`src/rtl/ula_ctrl_md_pkg.sv`:
```
// Shared encodings for the EX-stage ALU control and the multiply/divide sequencer.
package ula_ctrl_md_pkg;

    localparam logic [3:0] ALUOP_LW_SW  = 4'd0;
    localparam logic [3:0] ALUOP_BRANCH = 4'd1;
    localparam logic [3:0] ALUOP_RTYPE  = 4'd2;
    localparam logic [3:0] ALUOP_AND    = 4'd3;
    localparam logic [3:0] ALUOP_OR     = 4'd4;
    localparam logic [3:0] ALUOP_XOR    = 4'd5;
    localparam logic [3:0] ALUOP_LUI    = 4'd6;
    localparam logic [3:0] ALUOP_SLT    = 4'd7;
    localparam logic [3:0] ALUOP_SLTU   = 4'd8;

    localparam logic [3:0] OP_ADD  = 4'b0000;
    localparam logic [3:0] OP_SUB  = 4'b0001;
    localparam logic [3:0] OP_AND  = 4'b0010;
    localparam logic [3:0] OP_OR   = 4'b0011;
    localparam logic [3:0] OP_XOR  = 4'b0100;
    localparam logic [3:0] OP_NOR  = 4'b0101;
    localparam logic [3:0] OP_SLT  = 4'b0110;
    localparam logic [3:0] OP_SLTU = 4'b0111;
    localparam logic [3:0] OP_SLL  = 4'b1000;
    localparam logic [3:0] OP_SRL  = 4'b1001;
    localparam logic [3:0] OP_SRA  = 4'b1010;
    localparam logic [3:0] OP_LUI  = 4'b1011;
    localparam logic [3:0] OP_MFHI = 4'b1100;
    localparam logic [3:0] OP_MFLO = 4'b1101;

    localparam logic [5:0] FUNCT_SLL   = 6'h00;
    localparam logic [5:0] FUNCT_SRL   = 6'h02;
    localparam logic [5:0] FUNCT_SRA   = 6'h03;
    localparam logic [5:0] FUNCT_SLLV  = 6'h04;
    localparam logic [5:0] FUNCT_SRLV  = 6'h06;
    localparam logic [5:0] FUNCT_SRAV  = 6'h07;
    localparam logic [5:0] FUNCT_MFHI  = 6'h10;
    localparam logic [5:0] FUNCT_MTHI  = 6'h11;
    localparam logic [5:0] FUNCT_MFLO  = 6'h12;
    localparam logic [5:0] FUNCT_MTLO  = 6'h13;
    localparam logic [5:0] FUNCT_MULT  = 6'h18;
    localparam logic [5:0] FUNCT_MULTU = 6'h19;
    localparam logic [5:0] FUNCT_DIV   = 6'h1A;
    localparam logic [5:0] FUNCT_DIVU  = 6'h1B;
    localparam logic [5:0] FUNCT_ADD   = 6'h20;
    localparam logic [5:0] FUNCT_ADDU  = 6'h21;
    localparam logic [5:0] FUNCT_SUB   = 6'h22;
    localparam logic [5:0] FUNCT_SUBU  = 6'h23;
    localparam logic [5:0] FUNCT_AND   = 6'h24;
    localparam logic [5:0] FUNCT_OR    = 6'h25;
    localparam logic [5:0] FUNCT_XOR   = 6'h26;
    localparam logic [5:0] FUNCT_NOR   = 6'h27;
    localparam logic [5:0] FUNCT_SLT   = 6'h2A;
    localparam logic [5:0] FUNCT_SLTU  = 6'h2B;

    typedef enum logic [1:0] {
        ST_IDLE = 2'd0,
        ST_RUN  = 2'd1,
        ST_FIX  = 2'd2
    } md_state_e;

    function automatic logic is_md_funct(input logic [5:0] f);
        return f inside {FUNCT_MULT, FUNCT_MULTU, FUNCT_DIV, FUNCT_DIVU};
    endfunction

endpackage

```
`src/rtl/ula_ctrl_md_iter.sv`:
```
// Iterative multiply/divide datapath: magnitude capture, one bit per step, sign fix on the way out.
module ula_ctrl_md_iter #(
    parameter int DATA_W = 32
) (
    input  logic              clk,
    input  logic              rst_n,
    input  logic              i_load,
    input  logic              i_step,
    input  logic [1:0]        i_op,
    input  logic [DATA_W-1:0] i_rs,
    input  logic [DATA_W-1:0] i_rt,
    output logic [DATA_W-1:0] o_hi,
    output logic [DATA_W-1:0] o_lo,
    output logic              o_div0
);
    localparam int W2 = 2 * DATA_W;

    logic              w_is_div, w_sa, w_sb;
    logic [DATA_W-1:0] w_a_mag, w_b_mag;
    logic [W2-1:0]     r_acc, w_acc_next, w_prod;
    logic [DATA_W-1:0] r_b, w_q, w_r;
    logic              r_is_div, r_neg_q, r_neg_r, r_div0;
    logic [DATA_W:0]   w_sum, w_rem_sh, w_rem_new;
    logic              w_ge;

    // i_op is funct[1:0]: bit1 selects divide, bit0 selects unsigned
    assign w_is_div = i_op[1];
    assign w_sa     = ~i_op[0] & i_rs[DATA_W-1];
    assign w_sb     = ~i_op[0] & i_rt[DATA_W-1];
    assign w_a_mag  = w_sa ? -i_rs : i_rs;
    assign w_b_mag  = w_sb ? -i_rt : i_rt;

    // acc = {partial product, multiplier} for mul, {remainder, dividend->quotient} for div
    always_comb begin
        w_sum      = {1'b0, r_acc[W2-1:DATA_W]} + {1'b0, (r_acc[0] ? r_b : {DATA_W{1'b0}})};
        w_rem_sh   = {r_acc[W2-1:DATA_W], r_acc[DATA_W-1]};
        w_ge       = (w_rem_sh >= {1'b0, r_b});
        w_rem_new  = w_ge ? (w_rem_sh - {1'b0, r_b}) : w_rem_sh;
        if (r_is_div) begin
            w_acc_next = {w_rem_new[DATA_W-1:0], r_acc[DATA_W-2:0], w_ge};
        end else begin
            w_acc_next = {w_sum, r_acc[DATA_W-1:1]};
        end
    end

    always_ff @(posedge clk or negedge rst_n) begin
        if (!rst_n) begin
            r_acc    <= '0;
            r_b      <= '0;
            r_is_div <= 1'b0;
            r_neg_q  <= 1'b0;
            r_neg_r  <= 1'b0;
            r_div0   <= 1'b0;
        end else if (i_load) begin
            r_acc    <= {{DATA_W{1'b0}}, (w_is_div ? w_a_mag : w_b_mag)};
            r_b      <= w_is_div ? w_b_mag : w_a_mag;
            r_is_div <= w_is_div;
            r_neg_q  <= w_sa ^ w_sb;
            r_neg_r  <= w_sa;
            r_div0   <= w_is_div & (i_rt == '0);
        end else if (i_step) begin
            r_acc    <= w_acc_next;
        end
    end

    // With a zero divisor every step subtracts nothing, leaving rem = |rs|; the sign fix restores rs
    always_comb begin
        w_prod = r_neg_q ? -r_acc : r_acc;
        w_q    = r_neg_q ? -r_acc[DATA_W-1:0] : r_acc[DATA_W-1:0];
        w_r    = r_neg_r ? -r_acc[W2-1:DATA_W] : r_acc[W2-1:DATA_W];
        if (r_is_div) begin
            o_hi = w_r;
            o_lo = r_div0 ? {DATA_W{1'b1}} : w_q;
        end else begin
            o_hi = w_prod[W2-1:DATA_W];
            o_lo = w_prod[DATA_W-1:0];
        end
    end

    assign o_div0 = r_div0;

endmodule

```
`src/rtl/ula_ctrl_md.sv`:
```
// EX-stage ALU control decode plus multiply/divide sequencer owning the HI/LO registers.
module ula_ctrl_md
    import ula_ctrl_md_pkg::*;
#(
    parameter int DATA_W = 32
) (
    input  logic              clk,
    input  logic              rst_n,
    input  logic              valid_i,
    input  logic              flush_i,
    input  logic [3:0]        ALUOp,
    input  logic [5:0]        funct,
    input  logic [DATA_W-1:0] rs_val,
    input  logic [DATA_W-1:0] rt_val,
    output logic [3:0]        ALUControl,
    output logic              stall_o,
    output logic [DATA_W-1:0] hi_o,
    output logic [DATA_W-1:0] lo_o,
    output logic              div0_o
);
    md_state_e         r_state, w_next;
    logic [5:0]        r_cnt;
    logic [DATA_W-1:0] r_hi, r_lo, w_md_hi, w_md_lo;
    logic              w_rtype, w_md_req, w_idle_ok, w_start, w_step, w_wr_hilo;
    logic              w_cnt_last, w_div0;

    always_comb begin
        ALUControl = OP_ADD;
        case (ALUOp)
            ALUOP_LW_SW:  ALUControl = OP_ADD;
            ALUOP_BRANCH: ALUControl = OP_SUB;
            ALUOP_AND:    ALUControl = OP_AND;
            ALUOP_OR:     ALUControl = OP_OR;
            ALUOP_XOR:    ALUControl = OP_XOR;
            ALUOP_LUI:    ALUControl = OP_LUI;
            ALUOP_SLT:    ALUControl = OP_SLT;
            ALUOP_SLTU:   ALUControl = OP_SLTU;
            ALUOP_RTYPE: begin
                case (funct)
                    FUNCT_ADD, FUNCT_ADDU: ALUControl = OP_ADD;
                    FUNCT_SUB, FUNCT_SUBU: ALUControl = OP_SUB;
                    FUNCT_AND:             ALUControl = OP_AND;
                    FUNCT_OR:              ALUControl = OP_OR;
                    FUNCT_XOR:             ALUControl = OP_XOR;
                    FUNCT_NOR:             ALUControl = OP_NOR;
                    FUNCT_SLT:             ALUControl = OP_SLT;
                    FUNCT_SLTU:            ALUControl = OP_SLTU;
                    FUNCT_SLL, FUNCT_SLLV: ALUControl = OP_SLL;
                    FUNCT_SRL, FUNCT_SRLV: ALUControl = OP_SRL;
                    FUNCT_SRA, FUNCT_SRAV: ALUControl = OP_SRA;
                    FUNCT_MFHI:            ALUControl = OP_MFHI;
                    FUNCT_MFLO:            ALUControl = OP_MFLO;
                    default:               ALUControl = OP_ADD;
                endcase
            end
            default: ALUControl = OP_ADD;
        endcase
    end

    assign w_rtype    = valid_i & (ALUOp == ALUOP_RTYPE);
    assign w_md_req   = w_rtype & is_md_funct(funct);
    assign w_idle_ok  = (r_state == ST_IDLE) & ~flush_i;
    assign w_start    = w_idle_ok & w_md_req;
    assign w_cnt_last = (r_cnt == 6'(DATA_W - 1));

    always_comb begin
        w_next    = r_state;
        w_step    = 1'b0;
        w_wr_hilo = 1'b0;
        stall_o   = 1'b0;
        div0_o    = 1'b0;
        case (r_state)
            ST_IDLE: begin
                if (w_start) begin
                    w_next  = ST_RUN;
                    stall_o = 1'b1;
                end
            end
            ST_RUN: begin
                stall_o = 1'b1;
                if (flush_i) begin
                    w_next = ST_IDLE;
                end else begin
                    w_step = 1'b1;
                    if (w_cnt_last) w_next = ST_FIX;
                end
            end
            ST_FIX: begin
                w_next    = ST_IDLE;
                w_wr_hilo = ~flush_i;
                div0_o    = ~flush_i & w_div0;
            end
            default: w_next = ST_IDLE;
        endcase
    end

    always_ff @(posedge clk or negedge rst_n) begin
        if (!rst_n) begin
            r_state <= ST_IDLE;
            r_cnt   <= '0;
        end else begin
            r_state <= w_next;
            r_cnt   <= w_step ? r_cnt + 6'd1 : 6'd0;
        end
    end

    // A retiring mul/div owns HI/LO in FIX; MTHI/MTLO only land while idle
    always_ff @(posedge clk or negedge rst_n) begin
        if (!rst_n) begin
            r_hi <= '0;
            r_lo <= '0;
        end else if (w_wr_hilo) begin
            r_hi <= w_md_hi;
            r_lo <= w_md_lo;
        end else begin
            if (w_idle_ok & w_rtype & (funct == FUNCT_MTHI)) r_hi <= rs_val;
            if (w_idle_ok & w_rtype & (funct == FUNCT_MTLO)) r_lo <= rs_val;
        end
    end

    assign hi_o = r_hi;
    assign lo_o = r_lo;

    ula_ctrl_md_iter #(
        .DATA_W (DATA_W)
    ) u_iter (
        .clk    (clk),
        .rst_n  (rst_n),
        .i_load (w_start),
        .i_step (w_step),
        .i_op   (funct[1:0]),
        .i_rs   (rs_val),
        .i_rt   (rt_val),
        .o_hi   (w_md_hi),
        .o_lo   (w_md_lo),
        .o_div0 (w_div0)
    );

endmodule
```
`config.mk`:
```
export PLATFORM = sky130hd
export DESIGN_NAME = ula_ctrl_md
export DESIGN_NICKNAME = d
export VERILOG_FILES = /design/src/rtl/ula_ctrl_md_pkg.sv /design/src/rtl/ula_ctrl_md_iter.sv /design/src/rtl/ula_ctrl_md.sv
export SDC_FILE = /design/constraint.sdc
export NUM_CORES = 1
export LEC_CHECK = 0
export BUFFER_PORTS_ARGS = -buffer_cell sky130_fd_sc_hd__buf_2
export CORE_ASPECT_RATIO = 1.1
export CORE_MARGIN = 5
export CORE_UTILIZATION = 37
export DETAILED_ROUTE_END_ITERATION = 16
export SLEW_MARGIN = 20
export SYNTH_ARGS = -nofsm -noshare
export SYNTH_HDL_FRONTEND = slang
export SYNTH_SLANG_ARGS = --single-unit
```
`constraint.sdc`:
```
create_clock -name clk -period 4.2 [get_ports clk]
set_input_delay 0.21 -clock clk [delete_from_list [all_inputs] [get_ports clk]]
set_output_delay 0.21 -clock clk [all_outputs]
set_load 0.03 [all_outputs]
```
# Word level (Yosys, flattened, before mapping)
# Memory sizes are Yosys's and may differ from the RTL's.
# Cells that the tools add are included.
# Widths: inputs -> output; s select.
op_classes:
  n_addsub: 8
  n_mul: 0
  div_mod_pow: 0
  n_lt_le_gt_ge: 1
  eq_ne: 19
  shifts: 0
  mux: 31
  bitwise: 14
  reduce_logical: 7
op_table:
  columns: ["operator", "count"]
  rows:
  - ["$mux 32", 15]
  - ["$mux 64", 4]
  - ["$neg 32->32", 4]
  - ["$neg 64->64", 1]
  - ["$eq 6x5->1 const B", 7]
  - ["$add 32x32->33", 1]
  - ["$ge 33x32->1", 1]
  - ["$logic_not 32->1", 1]
  - ["$pmux 4 s8", 1]
  - ["$sub 32x32->32", 1]
  - ["$eq 4x3->1 const B", 4]
  - ["$and 1x1->1", 11]
  - ["$eq 4x2->1 const B", 2]
  - ["$add 6x1->6 const B", 1]
  - ["$mux 2", 3]
  - ["$mux 6", 1]
  - ["$reduce_bool 2->1", 3]
  - ["$mux 1", 5]
  - ["$eq 4x1->1 const B", 1]
  - ["$eq 4x4->1 const B", 1]
  - ["$pmux 2 s2", 1]
  - ["$reduce_bool 4->1", 1]
  - ["$ne 3x3->1 const B", 1]
  - ["$eq 2x1->1 const B", 1]
  - ["7 further kinds", 8]
totals:
  register_bits: 172
  latchBits: 0
  ramBits: 0
  mem_bits_ro: 256
  out_inout_bits: 70
  wordCells: 91
  n_memories: 1
mem_list:
  columns: ["name", "depth", "word_bits", "read_ports", "rd_ports_with_merged_regs", "wr", "line", "text"]
  rows:
  - ["(no name shown)", 64, 4, 1, 0, 0, "ula_ctrl_md.sv:39", "case (funct)"]

# Logic depth before layout (Yosys ltp)
# Gate-level depths: netlist of run 1.
depth:
  word_depth: 6
  ltp_mapped: 14
  depth_no_buf: 13

# Modules after synthesis
# From an unflattened synthesis of run 1, not the netlist that was laid out.
hier_totals:
  cells_unflattened: 1973
  hier_area_um2: 16348.2
modules_own_cells:
  columns: ["mod", "n_inst", "cells_per_inst", "area_per_inst_um2", "seq_area_each_um2"]
  rows:
  - ["ula_ctrl_md_iter", 1, 1686, 12360.6, 2502.4]
  - ["ula_ctrl_md", 1, 287, 3987.6, 1801.7]

# Worst setup path after synthesis of run 1
# No wires, ideal clock.
synth_timing:
  path_kind: "flip-flop to flip-flop"
  startpoint: "register u_iter.r_acc[0]"
  endpoint: "register u_iter.r_acc[59]"
  setup_ns: 0.132
  arrival_ns: 3.102
  t_required_ns: 4.068
  setup_slack_ns: 0.966
  stages_incl_launch_ff: 14
  synth_period_minus_slack_ns: 3.234
  cell_sequence: "dfrtp_1 > and2_1 > ha_1 > inv_1 > fa_1 > nand2b_1 > a211oi_1 > nor4_1 > o31a_1 > o221ai_1 > a41oi_1 > o211a_1 > a2111oi_0 > o21ai_1"
synth_via:
  elab_chain_cells: 5
synth_lines:
  columns: ["item", "line", "text"]
  rows:
  - ["start: declaration", "ula_ctrl_md_iter.sv:20", "logic [W2-1:0] r_acc, w_acc_next, w_prod;"]
  - ["start signal: assignment", "ula_ctrl_md_iter.sv:55", "r_acc <= {{DATA_W{1'b0}}, (w_is_div ? w_a_mag : w_b_mag)};"]
  - ["start signal: assignment", "ula_ctrl_md_iter.sv:62", "r_acc <= w_acc_next;"]
  - ["$mux 32", "ula_ctrl_md_iter.sv:35", "w_sum = {1'b0, r_acc[W2-1:DATA_W]} + {1'b0, (r_acc[0] ? r_b : {DATA_W{1'b0}})};"]
  - ["$add 32x32->33", "ula_ctrl_md_iter.sv:35", null]
  - ["$mux 64", "ula_ctrl_md_iter.sv:39", "if (r_is_div) begin"]
  - ["$mux 64", "ula_ctrl_md_iter.sv:61", "end else if (i_step) begin"]
  - ["$mux 64", "ula_ctrl_md_iter.sv:54", "end else if (i_load) begin"]
# No other way between the ends. The select of a mux whose other input is x is not followed.
# A chain may end at the register's enable or synchronous reset.

# Worst setup path after layout of run 1
# Ends and elaborated chain as after synthesis.

==> impl_metrics.env, run 1 <==
export IMPL_dp_hpwl_um=43400
export IMPL_min_to="lo_o[18]"
export IMPL_vias=15200
export IMPL_cp_end_kind="flip-flop"
export IMPL_drt_wl_total_um=55700
export IMPL_critPathArrivalTime_ns=4.12
export IMPL_htree_levels=4
export IMPL_p_leak_nw=7.75
export IMPL_synth_cells=1974
export IMPL_globalRoute_totalOverflow=0
export IMPL_final_common_cell="nand2_1"
export IMPL_synth_main_ff_cell="dfrtp_1"
export IMPL_cts_sinks=172
export IMPL_crit_fanout=7
export IMPL_cts_made_buffers=17
export IMPL_holdPathStages=3
export IMPL_die_w_um=204
export IMPL_start_kind="flip-flop"
export IMPL_antenna_found_initial=0
export IMPL_rsz0062_at_grt="false"
export IMPL_std_cell_rows=78
export IMPL_synth_distinct_cells=82
export IMPL_diodes=0
export IMPL_drtIter0Drc=1334
export IMPL_finClkSkew_ns=0.0123
export IMPL_timing_critical_path_required_ns=4.53
export IMPL_die_y_um=223
export IMPL_async_reset_ff_share_pct=100
export IMPL_drv_cap=0
export IMPL_total_power_mw=4.20
export IMPL_clk_path_buf_depth=2
export IMPL_fmax_mhz=264
export IMPL_worst_slack_ns=0.405
export IMPL_core_area_um2=41000
export IMPL_vdd_ir_drop_max_v=0.000332
export IMPL_hold_start="rs_val[18]"
export IMPL_wl_per_cell_um=21.5
export IMPL_fin_crit_sh_pct=90.4
export IMPL_grt_max_degree=112
export IMPL_grt_pass1_wl_um=85800
export IMPL_fillers=4201
export IMPL_place_ws_ns=0.306
export IMPL_timing_final_max_slew_violations=0
export IMPL_ios=148
export IMPL_yosysWarnings=0
export IMPL_drc=0
export IMPL_ant_nets=0
export IMPL_drive_above_1_share_pct=12.6
export IMPL_fin_nets=2207
export IMPL_groute_usage_overall_pct=23.9
export IMPL_clk_pin_slew_worst_paths_ns=0.07
export IMPL_syn_area_per_cell_um2=7.73
export IMPL_power_density_nw_per_um2=245
export IMPL_start_util_pct=37.2
export IMPL_clock_latency_ns=0.45
export IMPL_final_cell_mix="nand2_1, a21oi_1, nor2_1"
export IMPL_viasPerCell=5.85
export IMPL_synthesis_nets=2123
export IMPL_dieArea_um2=45400
export IMPL_cts_root_buf="clkbuf_16"
export IMPL_worst_setup_path_type="flip-flop to flip-flop"
export IMPL_status="finished clean"
export IMPL_synth_edf_count=0
export IMPL_cts_tree="done"
export IMPL_relSlewSlack_pct=30.8
export IMPL_postCtsSetupBuffers=0
export IMPL_rrSetupSlack_ns=0.41
export IMPL_ff2ff_path_depth=13
export IMPL_ys_seq_area_share_pct=28.2
export IMPL_syn_area_um2=15300
export IMPL_rr_endpoint="u_iter.r_acc[59]"
export IMPL_ys_ff_latch=172
export IMPL_min_period_ns=3.79
export IMPL_worst_pin_slew_ns=1.04
export IMPL_hold_class="input port to flip-flop"
export IMPL_setup_viol=0
export IMPL_grt_pass1_vias=14600
export IMPL_gp_congestion=0.953
export IMPL_dr_pass1_iters=8
export IMPL_io_buffers=147
export IMPL_tns_ns=0
export IMPL_hold_viol=0
export IMPL_syn2layout_area_growth_pct=12.2
export IMPL_r2r_start="u_iter.r_acc[0]"
## stage by stage
step	cell area, um2	utilization, %	hold WS, ns	cells
floorplan	15300	-	-0.0856	1974
global route	17100	41.8	0.0952	2591
global placement	16500	40.3	0.273	2558
CTS	17100	41.7	0.0810	2591
detailed placement	16500	40.3	0.277	2558
finish	17100	41.8	0.102	2591
## metal layers
layer / up-vias / part of all wire [%] / GRT usage [%] / wire length [um]
met5: - / 0 / 0 / 0
met4: 0 / 4.8 / 10.8 / 2690
met3: 106 / 4.9 / 2.65 / 2740
met2: 497 / 47 / 40.0 / 26400
met1: 7271 / 43 / 31.0 / 23800
li1: 7284 / - / - / -
## how the worst max path moves through the flow
stage | startpoint | to | slack (ns) | cells after the start
after floorplan | u_iter.r_acc[0] | u_iter.r_acc[59] | 0.97 | 13
after global placement | u_iter.r_acc[0] | u_iter.r_acc[59] | 0.30 | 13
after detailed placement | u_iter.r_acc[0] | u_iter.r_acc[59] | 0.31 | 13
after CTS | u_iter.r_acc[0] | u_iter.r_acc[59] | 0.27 | 13
after global routing | u_iter.r_acc[0] | u_iter.r_acc[55] | 0.22 | 13
final | u_iter.r_acc[0] | u_iter.r_acc[59] | 0.41 | 13
## synth_stat cells (5+ instances only)
library cell | instances | area share (%)
or4_1 | 6 | 0.30
a211oi_1 | 31 | 1.5
a21boi_0 | 5 | 0.25
nor4_1 | 17 | 0.70
buf_1 | 9 | 0.22
o21a_1 | 10 | 0.49
o21bai_1 | 10 | 0.49
dfrtp_1 | 172 | 28
o21ai_0 | 175 | 5.7
a31oi_1 | 22 | 0.90
mux2_2 | 8 | 0.59
o211ai_1 | 47 | 2.3
xnor2_1 | 91 | 5.2
buf_2 | 7 | 0.23
nor2b_1 | 28 | 1.1
a31o_2 | 5 | 0.29
clkbuf_1 | 104 | 2.6
xor2_1 | 82 | 4.7
nand2_1 | 240 | 5.9
o31ai_1 | 17 | 0.84
ha_1 | 69 | 5.7
nor3_1 | 24 | 0.79
nand3b_1 | 5 | 0.25
and2_1 | 9 | 0.37
mux2i_1 | 67 | 4.4
nand3_1 | 37 | 1.2
or3_1 | 20 | 0.82
a21o_1 | 26 | 1.3
inv_1 | 65 | 1.6
nor2_1 | 185 | 4.5
o221ai_1 | 6 | 0.34
a32oi_1 | 29 | 1.7
and3_1 | 13 | 0.53
o21ai_1 | 9 | 0.30
a21oi_1 | 199 | 6.5
nand4_1 | 14 | 0.57
nand2b_1 | 16 | 0.66
nor3b_1 | 6 | 0.30
o41ai_1 | 13 | 0.75
## final cells by class
| class | count | area (um2) | area share (%) |
|---|---|---|---|
| Clock inverter | 11 | 109 | 0.636 |
| Clock buffer | 21 | 470 | 2.75 |
| Sequential cell | 172 | 4310 | 25.1 |
| Inverter | 66 | 248 | 1.45 |
| Tap cell | 520 | 651 | 3.80 |
| Multi-Input combinational cell | 1613 | 10300 | 59.9 |
| Timing Repair Buffer | 188 | 1080 | 6.31 |
## report_power, final
group,switching (mW),internal [mW],leakage (nW),total (mW)
Clock,0.738,0.872,0.278,1.61
Sequential,0.0488,1.69,2.31,1.74
Combinational,0.562,0.291,5.15,0.853
## worst max-delay path: stages, from the launching register on
cell	delay, ns
dfrtp_1	0.46
and2_1	0.16
ha_1	0.20
inv_1	0.07
fa_1	0.38
nand2b_1	0.20
a211oi_2	0.31
nor4_1	0.17
o31a_1	0.35
o221ai_1	0.29
a41oi_1	0.29
o211a_1	0.29
a2111oi_0	0.39
o21ai_1	0.10
## logic make-up after synthesis
kind of cell	Yosys count	synth area share, %
AOI/OAI and AO/OA	647	26.3
xor gates and xnor gates	173	9.93
adders and majority gates	71	5.92
buffers and inverters	189	4.83
DFF	172	28.2
muxes	75	4.98
and+or+nand+nor	647	19.8
## state kept, by name, summed over array words and instances, names as in the netlist
name             cells
u_iter.r_acc        64
hi_o                32
lo_o                32
u_iter.r_b          32
r_cnt                6
r_state              2
u_iter.o_div0        1
u_iter.r_is_div      1
u_iter.r_neg_q       1
u_iter.r_neg_r       1
## what timing repair did
action,CTS,global route
endpoints found under the hold margin,70,0
hold buffers,1,0
resized for setup,0,1
endpoints found under the setup margin,0,1
(Power assumes the default switching activity.)
==> run 2: changes to the inputs <==
==> constraint.sdc (replaced) <==
create_clock -name clk -period 4.1 [get_ports clk]
set_input_delay 0.205 -clock clk [delete_from_list [all_inputs] [get_ports clk]]
set_output_delay 0.205 -clock clk [all_outputs]
set_load 0.03 [all_outputs]
==> run 2 against run 1 <==
Clock power is essentially flat. Largest power group unchanged. First-iteration DRC count is 15% lower. Critical path type unchanged. Sequential power grew 2%. Count of clock-buffer cells in the layout unchanged. Total power increased by 1.4%. Largest cell class unchanged. Sequential cell count is the same.
==> impl_metrics.env, run 2 (synthesized netlist as in run 1, its figures left out) <==
export IMPL_status="finished clean"
export IMPL_start_kind="flip-flop"
export IMPL_slowest_delay_ns=0.73
export IMPL_setup_viol=0
export IMPL_groute_usage_overall_pct=24.0
export IMPL_cts_tree="done"
export IMPL_htree_levels=4
export IMPL_grt_pass1_vias=14600
export IMPL_grt_max_degree=108
export IMPL_dp_hpwl_um=43400
export IMPL_syn2layout_area_growth_pct=12.3
export IMPL_die_w_um=204
export IMPL_dieArea_um2=45400
export IMPL_postCtsSetupBuffers=0
export IMPL_fin_cells=2597
export IMPL_fin_hold_ws_ns=0.0801
export IMPL_final_cell_mix="nand2_1, a21oi_1, nor2_1"
export IMPL_finClkSkew_ns=0.0132
export IMPL_largest_reg_flops=64
export IMPL_vdd_ir_drop_max_v=0.000259
export IMPL_io_buffers=147
export IMPL_fin_crit_sh_pct=91.0
export IMPL_drtIter0Drc=1130
export IMPL_netSwitchingFraction_pct=32.7
export IMPL_core_area_um2=41000
export IMPL_grt_pass1_wl_um=86200
export IMPL_slowest_stage="nor4_1"
export IMPL_vias=15400
export IMPL_wl_per_cell_um=21.7
export IMPL_netSwitchingPower_mw=1.39
export IMPL_fmax_mhz=268
export IMPL_clk_pin_slew_worst_paths_ns=0.07
export IMPL_dr_pass1_iters=5
export IMPL_cp_end_kind="flip-flop"
export IMPL_timing_critical_path_required_ns=4.42
export IMPL_clock_latency_ns=0.45
export IMPL_rsz0062_at_grt="false"
export IMPL_clk_path_buf_depth=2
export IMPL_worst_pin_slew_ns=0.933
export IMPL_cts_sinks=172
export IMPL_diodes=0
export IMPL_hold_class="input port to flip-flop"
export IMPL_cts_root_buf="clkbuf_16"
export IMPL_power_density_nw_per_um2=249
export IMPL_p_leak_nw=7.77
export IMPL_fillers=4178
export IMPL_crit_fanout=7
export IMPL_ant_nets=0
export IMPL_relSlewSlack_pct=37.8
export IMPL_cts_made_buffers=17
export IMPL_crit_top_cell="nor4_1"
export IMPL_tns_ns=0
export IMPL_p_seq_share_pct=41.8
export IMPL_worst_setup_path_type="flip-flop to flip-flop"
export IMPL_drc=0
export IMPL_antenna_found_initial=1
export IMPL_std_cell_rows=78
export IMPL_total_power_mw=4.26
export IMPL_critPathArrivalTime_ns=4.05
export IMPL_start_util_pct=37.2
export IMPL_drt_wl_total_um=56300
export IMPL_dp_cells=2564
export IMPL_top_register="u_iter.r_acc"
export IMPL_timing_final_max_slew_violations=0
export IMPL_globalRoute_totalOverflow=0
export IMPL_crit_chain="and2_1 > ha_1 > inv_1 > fa_1 > nand2b_1 > a211oi_2 > nor4_1 > o31a_1 > o221ai_1 > a41oi_1 > buf_4 > nor4_1 > a2111oi_1 > o21ai_1"
export IMPL_min_period_ns=3.73
export IMPL_fin_nets=2213
export IMPL_p_int_mw=2.87
export IMPL_final_util_pct=41.8
export IMPL_viasPerCell=5.92
export IMPL_pwr_share_comb_pct=20.3
export IMPL_final_common_cell="nand2_1"
export IMPL_drive_above_1_share_pct=12.9
export IMPL_hold_viol=0
export IMPL_gp_congestion=0.909
export IMPL_drv_cap=0
export IMPL_p_clk_share_pct=37.9
export IMPL_ios=148
export IMPL_die_y_um=223
## run 2: changes by cell type in the layout (fill, tap and decap cells not counted), sizes merged
cell and delta:
clkinv -1, clkinvlp +1, buf +6, inv +1, bufinv -1
## run 2: per-stage QoR
step	worst slack (ns)	area (um2)
3_3_place_gp	0.440	16600
3_5_place_dp	0.335	16600
2_1_floorplan	0.866	15300
6_report	0.370	17100
4_1_cts	0.296	17100
5_1_grt	0.0730	17100
## run 2: routing by layer
metal  part of all wire (%)  up-vias  track usage (%)
met1                     43     7436             31.6
li1                       -     7266                -
met3                    5.4      107             2.50
met5                  0.023        -                0
met2                     47      563             40.2
met4                    4.3        2             9.95
## run 2: worst paths after layout
| check | endpoint | slack (ns) | from | cells past startpoint |
|---|---|---|---|---|
| max in group asynchronous | u_iter.r_is_div | 2.70 | rst_n | 3 |
| min in group asynchronous | u_iter.r_acc[8] | 0.33 | rst_n | 2 |
| worst max register to register | u_iter.r_acc[59] | 0.37 | u_iter.r_acc[0] | 14 |
| worst min register to register | u_iter.r_b[11] | 0.48 | u_iter.r_b[11] | 2 |
| worst min-delay path | lo_o[25] | 0.08 | rs_val[25] | 3 |
| worst max-delay path | u_iter.r_acc[59] | 0.37 | u_iter.r_acc[0] | 14 |
## run 2: layout make-up
cell class	count	area, um2	area share [%]
multi-input combinational	1613	10300	59.8
sequential	172	4310	25.1
timing repair buffer	194	1120	6.56
tap	520	651	3.80
clock buffer	21	480	2.80
inverter	66	248	1.45
clock inverter	11	82.6	0.482
## run 2: power groups by stage
stage / clock, mW / combinational, mW / sequential [mW]
after floorplan: 0 / 0.527 / 1.81
final: 1.62 / 0.864 / 1.78
after detailed placement: 0 / 0.847 / 1.81
after global placement: 0 / 0.843 / 1.81
after CTS: 1.64 / 0.853 / 1.78
after global routing: 1.72 / 0.937 / 1.79
## run 2: repair_timing
action	CTS	global route
gates resized for setup	0	2
endpoints found under the hold margin	65	0
hold buffers	1	0
endpoints found under the setup margin	0	1
## run 2: worst max-delay path: cells and delay by family, from the launching register on
kind,cells,cell delay [ns]
AO/OA/AOI/OAI,6,1.36
flip-flops,1,0.46
AND/OR/NAND/NOR,4,1.13
adder cells (fa/ha/maj),2,0.39
buffers and inverters,2,0.25
